### src/rtl/dmem_pkg.sv
// Shared decode constants and types for the data-memory responder.
package dmem_pkg;

  localparam int unsigned REGION_BIT = 31;

  localparam logic [2:0] OFF_GPIO_OUT  = 3'd0;
  localparam logic [2:0] OFF_GPIO_IN   = 3'd1;
  localparam logic [2:0] OFF_TIMER     = 3'd2;
  localparam logic [2:0] OFF_TIMER_CMP = 3'd3;
  localparam logic [2:0] OFF_STATUS    = 3'd4;

  localparam int unsigned ST_MATCH    = 0;
  localparam int unsigned ST_MISALIGN = 1;

  typedef enum logic [2:0] {
    TgtRam,
    TgtGpioOut,
    TgtGpioIn,
    TgtTimer,
    TgtTimerCmp,
    TgtStatus,
    TgtUnmapped
  } target_e;

  function automatic target_e decode_target(input logic [31:0] addr);
    if (!addr[REGION_BIT]) return TgtRam;
    case (addr[4:2])
      OFF_GPIO_OUT:  return TgtGpioOut;
      OFF_GPIO_IN:   return TgtGpioIn;
      OFF_TIMER:     return TgtTimer;
      OFF_TIMER_CMP: return TgtTimerCmp;
      OFF_STATUS:    return TgtStatus;
      default:       return TgtUnmapped;
    endcase
  endfunction

endpackage

### src/rtl/dmem_timer.sv
// Free-running 32-bit timer with compare register; only built under DMEM_MMIO_TIMER_EN.
module dmem_timer (
  input  logic        clk,
  input  logic        reset,
  input  logic        count_clr,
  input  logic        cmp_we,
  input  logic [31:0] cmp_wdata,
  output logic [31:0] count,
  output logic [31:0] cmp,
  output logic        match
);

  logic [31:0] count_q;
  logic [31:0] cmp_q;

  // A clear in the same cycle as the increment wins.
  always_ff @(posedge clk or negedge reset) begin
    if (!reset) begin
      count_q <= '0;
      cmp_q   <= '0;
    end else begin
      count_q <= count_clr ? '0 : count_q + 32'd1;
      if (cmp_we) cmp_q <= cmp_wdata;
    end
  end

  assign count = count_q;
  assign cmp   = cmp_q;
  assign match = (count_q == cmp_q) && (cmp_q != '0);

endmodule

### src/rtl/dmem_responder.sv
// Data-memory target for the single-cycle core: RAM below 0x8000_0000, MMIO above.
// Optional timer/compare/interrupt is built only when DMEM_MMIO_TIMER_EN is defined.
module dmem_responder
  import dmem_pkg::*;
#(
  parameter int unsigned DEPTH  = 64,
  parameter int unsigned GPIO_W = 16
) (
  input  logic              clk,
  input  logic              reset,
  input  logic              memwrite,
  input  logic [31:0]       addr,
  input  logic [31:0]       writedata,
  output logic [31:0]       readdata,
  input  logic [GPIO_W-1:0] gpio_in,
  output logic [GPIO_W-1:0] gpio_out,
  output logic              irq,
  output logic              misalign_err
);

  localparam int unsigned IDX_W = $clog2(DEPTH);

  target_e            tgt;
  logic               aligned;
  logic               wr_ok;
  logic               misalign_set;
  logic [IDX_W-1:0]   ram_idx;
  logic [31:0]        mem [DEPTH];
  logic [GPIO_W-1:0]  gpio_out_q;
  logic [GPIO_W-1:0]  sync1_q;
  logic [GPIO_W-1:0]  sync2_q;
  logic [1:0]         status_q;
  logic [1:0]         status_d;
  logic               match_evt;
  logic               unused_addr;

  assign tgt          = decode_target(addr);
  assign aligned      = (addr[1:0] == 2'b00);
  assign wr_ok        = memwrite && aligned;
  assign misalign_set = memwrite && !aligned;
  assign ram_idx      = addr[IDX_W+1:2];
  assign unused_addr  = ^addr;

  // RAM is intentionally not reset.
  always_ff @(posedge clk) begin
    if (wr_ok && (tgt == TgtRam)) mem[ram_idx] <= writedata;
  end

`ifdef DMEM_MMIO_TIMER_EN
  logic [31:0] timer_count;
  logic [31:0] timer_cmp;

  dmem_timer u_timer (
    .clk       (clk),
    .reset     (reset),
    .count_clr (wr_ok && (tgt == TgtTimer)),
    .cmp_we    (wr_ok && (tgt == TgtTimerCmp)),
    .cmp_wdata (writedata),
    .count     (timer_count),
    .cmp       (timer_cmp),
    .match     (match_evt)
  );
`else
  assign match_evt = 1'b0;
`endif

  // New set events override a simultaneous write-1-to-clear.
  always_comb begin
    status_d = status_q;
    if (wr_ok && (tgt == TgtStatus)) status_d = status_q & ~writedata[1:0];
    if (match_evt)    status_d[ST_MATCH]    = 1'b1;
    if (misalign_set) status_d[ST_MISALIGN] = 1'b1;
  end

  always_ff @(posedge clk or negedge reset) begin
    if (!reset) begin
      gpio_out_q <= '0;
      sync1_q    <= '0;
      sync2_q    <= '0;
      status_q   <= '0;
    end else begin
      if (wr_ok && (tgt == TgtGpioOut)) gpio_out_q <= writedata[GPIO_W-1:0];
      sync1_q  <= gpio_in;
      sync2_q  <= sync1_q;
      status_q <= status_d;
    end
  end

  always_comb begin
    readdata = '0;
    case (tgt)
      TgtRam:      readdata = mem[ram_idx];
      TgtGpioOut:  readdata[GPIO_W-1:0] = gpio_out_q;
      TgtGpioIn:   readdata[GPIO_W-1:0] = sync2_q;
`ifdef DMEM_MMIO_TIMER_EN
      TgtTimer:    readdata = timer_count;
      TgtTimerCmp: readdata = timer_cmp;
`endif
      TgtStatus:   readdata[1:0] = status_q;
      default:     readdata = '0;
    endcase
  end

  assign gpio_out     = gpio_out_q;
  assign irq          = status_q[ST_MATCH];
  assign misalign_err = status_q[ST_MISALIGN];

endmodule

### config.mk
export PLATFORM = sky130hd
export DESIGN_NAME = dmem_responder
export DESIGN_NICKNAME = d
export VERILOG_FILES = /design/src/rtl/dmem_pkg.sv /design/src/rtl/dmem_timer.sv /design/src/rtl/dmem_responder.sv
export SDC_FILE = /design/constraint.sdc
export NUM_CORES = 2
export LEC_CHECK = 0
export ABC_AREA = 1
export BUFFER_PORTS_ARGS = -buffer_cell sky130_fd_sc_hd__buf_2
export CORE_AREA = 2 2 451 453
export DETAILED_ROUTE_END_ITERATION = 6
export DIE_AREA = 0 0 453 455
export GPL_ROUTABILITY_DRIVEN = 1
export HOLD_SLACK_MARGIN = 0.03
export SYNTH_ARGS = -nofsm -noshare
export SYNTH_HDL_FRONTEND = slang
export SYNTH_SLANG_ARGS = --single-unit
export TNS_END_PERCENT = 20
### constraint.sdc
create_clock -name clk -period 2.9 [get_ports clk]
set_input_delay 0.145 -clock clk [delete_from_list [all_inputs] [get_ports clk]]
set_output_delay 0.145 -clock clk [all_outputs]
set_load 0.005 [all_outputs]
==> results.cfg <==
[final_layout]
layout.cell_area.non_filler_sq_um = 98420
most_frequent_standard_cell_in_the_layout_excluding_fill_and_tap_cells = edfxtp_1
post_route_cells_drive_above_1_share_pct = 11.41
layoutNonFillerInstCount = 10442
area_growth_syn_to_layout_pct = 17.25
most-common-layout-cells = 2048 x edfxtp_1, 2031 x nand2_1, 995 x nor2_1
design.final.nets = 7678
final_core_density_pct = 48.90

[clock_tree]
clock_sinks = 2098
cts_tree = yes
root_buffer = clkbuf_16
cts-buffers-inserted = 211
clk_latency_ns = 0.85
cts_max_level = 4
ctsLongestPathBuffers = 3
clkTransAtPathRegs_ns = 0.06

[die]
fp.dieW_um = 453
fp.dieArea_sq_um = 206100
core_area_sq_um = 201300
die_y_um = 455
std_cell_rows = 165
floorplan.io_pins = 133
initial_core_utilization_pct = 41.70

[timing]
fmaxAchievable_mhz = 354.4
report.final.setup_viol = 0
max_slew_margin_pct = 20.35
finalCriticalPeriod_ns = 2.822
rsz_0062_raised_after_global_routing = yes
clock-skew-final_ns = 0.002510
final_max_slew_viol_count = 0
post-route-period-util_pct = 97.29
final_hold_viol_count = 0
final.setup.tns_ns = 0
worst_pin_slew_ns = 1.195

[hold_path]
hold_path.class = primary input to flop
worstHoldStart = writedata[12]
hold_path_depth = 1
whs_endpoint = mem[4][12]

[logic_synthesis]
yosys_warnings = 0
mappedNetlistNets = 7293
synth_area_sq_um = 83940
combinational_family_with_the_most_area_after_synthesis = simple AND/OR/NAND/NOR gates
number_of_enable_flip_flop_cells_after_synthesis = 2048
synth-async-reset-ratio_pct = 2.383
ys_dominant_reg_cell = edfxtp_1
seq_area_frac_synth_pct = 74.75
synthCells = 7210
synth.avg_cell_area_sq_um = 11.64
adder_cell_fraction_of_synth_area_pct = 0
synthMuxAreaShare_pct = 0
yosys.area.top_type_share_pct = 73.26
synth_cell_type_count = 30
yosys.area_share.xor_xnor_pct = 0
synth.top_cells.by_area = edfxtp_1 73%, nand2_1 9.2%, nor2_1 4.8%
synth-compound-area-share_pct = 4.232
synth_largest_area_cell = edfxtp_1
synth-seq-cells = 2098
yosys.area_share.simple_pct = 17.37

[place]
placed_cell_area_sq_um = 90880
post-dp-hpwl_um = 153400
io_buffer_count = 109
numPlacedInstances = 9982
routabilityCongestion = 0.8853

[setup_path]
critical_path.startpoint_type = flop
r2r_setup_slack_ns = 1.70
path_buf_inv = 3
crit-reg2reg-capture = status_q[1]
critPathMaxFanout = 1
critPathTopFamily = simple AND/OR/NAND/NOR gates
critPathCaptureType = output port
crit_path_frequent_cell = nand2_1
critical_path_required_ns = 2.76
critical-path-slowest-cell = edfxtp_1
worst_case_reg_to_reg_path_depth = 3
path_type_of_the_worst_setup_path = flop to output port
timing.critical_path.slowest_cell_delay_ns = 0.35
worst_r2r_startpoint = status_q[1]
crit_path_cell_trace = or2_2 > nand2_1 > nand2_1 > o21ai_0 > buf_4 > nand2_1 > nor2_1 > buf_4 > nand2_2 > nand2_4 > nand2_1 > buf_2
worst_ep_arrival_time_ns = 2.68

[power]
finalPower_mw = 64.04
cellPowerDensity_nw_per_um2 = 650.6
vdd_drop_max_uv = 623.3
static-leakage-power_nw = 36.48

[global_routing]
grt_usage_pct = 24.99
grt_antenna_before_repair = 9
number_of_global_route_vias_before_repair = 53293
grt_pass1_wl_um = 372600
globalRouteOverflowTotal = 0
grt_max_degree = 136

[outcome]
status = finished clean

[detailed_routing]
route.detailed.drc = 0
vias_per_cell = 5.395
final_antenna_net_count = 0
first_iter_violations = 7483
route.vias.total = 56334
firstDrtPassIters = 6
finalWirelength_um = 259500
route.detailed.wl_per_inst_um = 24.86

[flow_run]
drv.max_cap_violation_count = 0
## cell type report
| class | instances | area, sq um |
|---|---|---|
| sequential | 2098 | 62750 |
| multi-input combinational | 4340 | 18800 |
| antenna | 4 | 10.01 |
| timing repair buffer | 538 | 5254 |
| clock inverter | 107 | 1077 |
| inverter | 406 | 1541 |
| tap | 2672 | 3343 |
| clock buffer | 277 | 5643 |
| fill | 17549 | 102900 |
## flip-flops by register name, summed over array words and instances (netlist names)
signal	count
sync1_q	16
mem	2048
status_q	2
sync2_q	16
gpio_out	16
## per-layer routing
| layer | GRT usage, % | vias up | routed length [um] |
|---|---|---|---|
| met5 | 0 | - | 8 |
| met4 | 10.05 | 2 | 10670 |
| met3 | 4.038 | 450 | 23250 |
| met2 | 39.25 | 2636 | 119200 |
| met1 | 34.83 | 27894 | 106400 |
| li1 | - | 25352 | - |
## how the worst max path moves through the flow
| stage | startpoint | to | slack (ns) | cells after the start |
|---|---|---|---|---|
| after global placement | addr[2] | mem[33][11] | 0.15 | 8 |
| after floorplan | addr[2] | mem[17][0] | -0.23 | 8 |
| after global routing | mem[1][0] | readdata[0] | -0.03 | 12 |
| final | mem[63][0] | readdata[0] | 0.08 | 12 |
| after CTS | mem[48][21] | readdata[21] | 0.01 | 7 |
| after detailed placement | addr[2] | readdata[31] | 0.15 | 11 |
## report_power, final
part / internal [mW] / switching [mW]
logic: 1.02 / 2.80
registers: 33.4 / 0.0472
clock network: 15.2 / 11.6
## metrics by stage
stage                     setup WS (ns)  hold slack (ns)
final                           0.07846          0.04647
after CTS                       0.01146          0.03848
after global routing           -0.02810          0.07327
after global placement           0.1503           0.2526
after floorplan                 -0.2272          -0.1506
after detailed placement         0.1473           0.2543
## repair_timing
item                                   in CTS  in global routing
gates resized for setup                     7                 31
pin swaps                                   0                  0
hold buffers                               72                  0
cloned                                      0                  0
buffers inserted                            0                  0
endpoints found under the hold margin     874                  0
setup endpoints to repair                   5                 20
## cells in the mapped netlist, types with 6 or more instances
master / instances
nor2_1: 1075
edfxtp_1: 2048
buf_1: 52
and3_1: 7
nand4_1: 63
nand2_1: 2050
dfrtp_1: 50
o21ai_0: 523
inv_1: 399
nand3_1: 378
a21oi_1: 101
o22a_1: 6
or2_2: 14
o21bai_1: 12
nor3_1: 20
nand3b_1: 37
buf_2: 122
clkbuf_1: 190
o22ai_1: 36
## kinds of logic (layout without fill, tap and decap cells)
kind of cell,after synthesis,count (layout)
other,0,4
flip-flops,2098,2098
AND/OR/NAND/NOR,3652,3652
buffers and inverters,772,1328
AO/OA/AOI/OAI,688,688
Note: power is estimated with default switching activity, not from simulation.
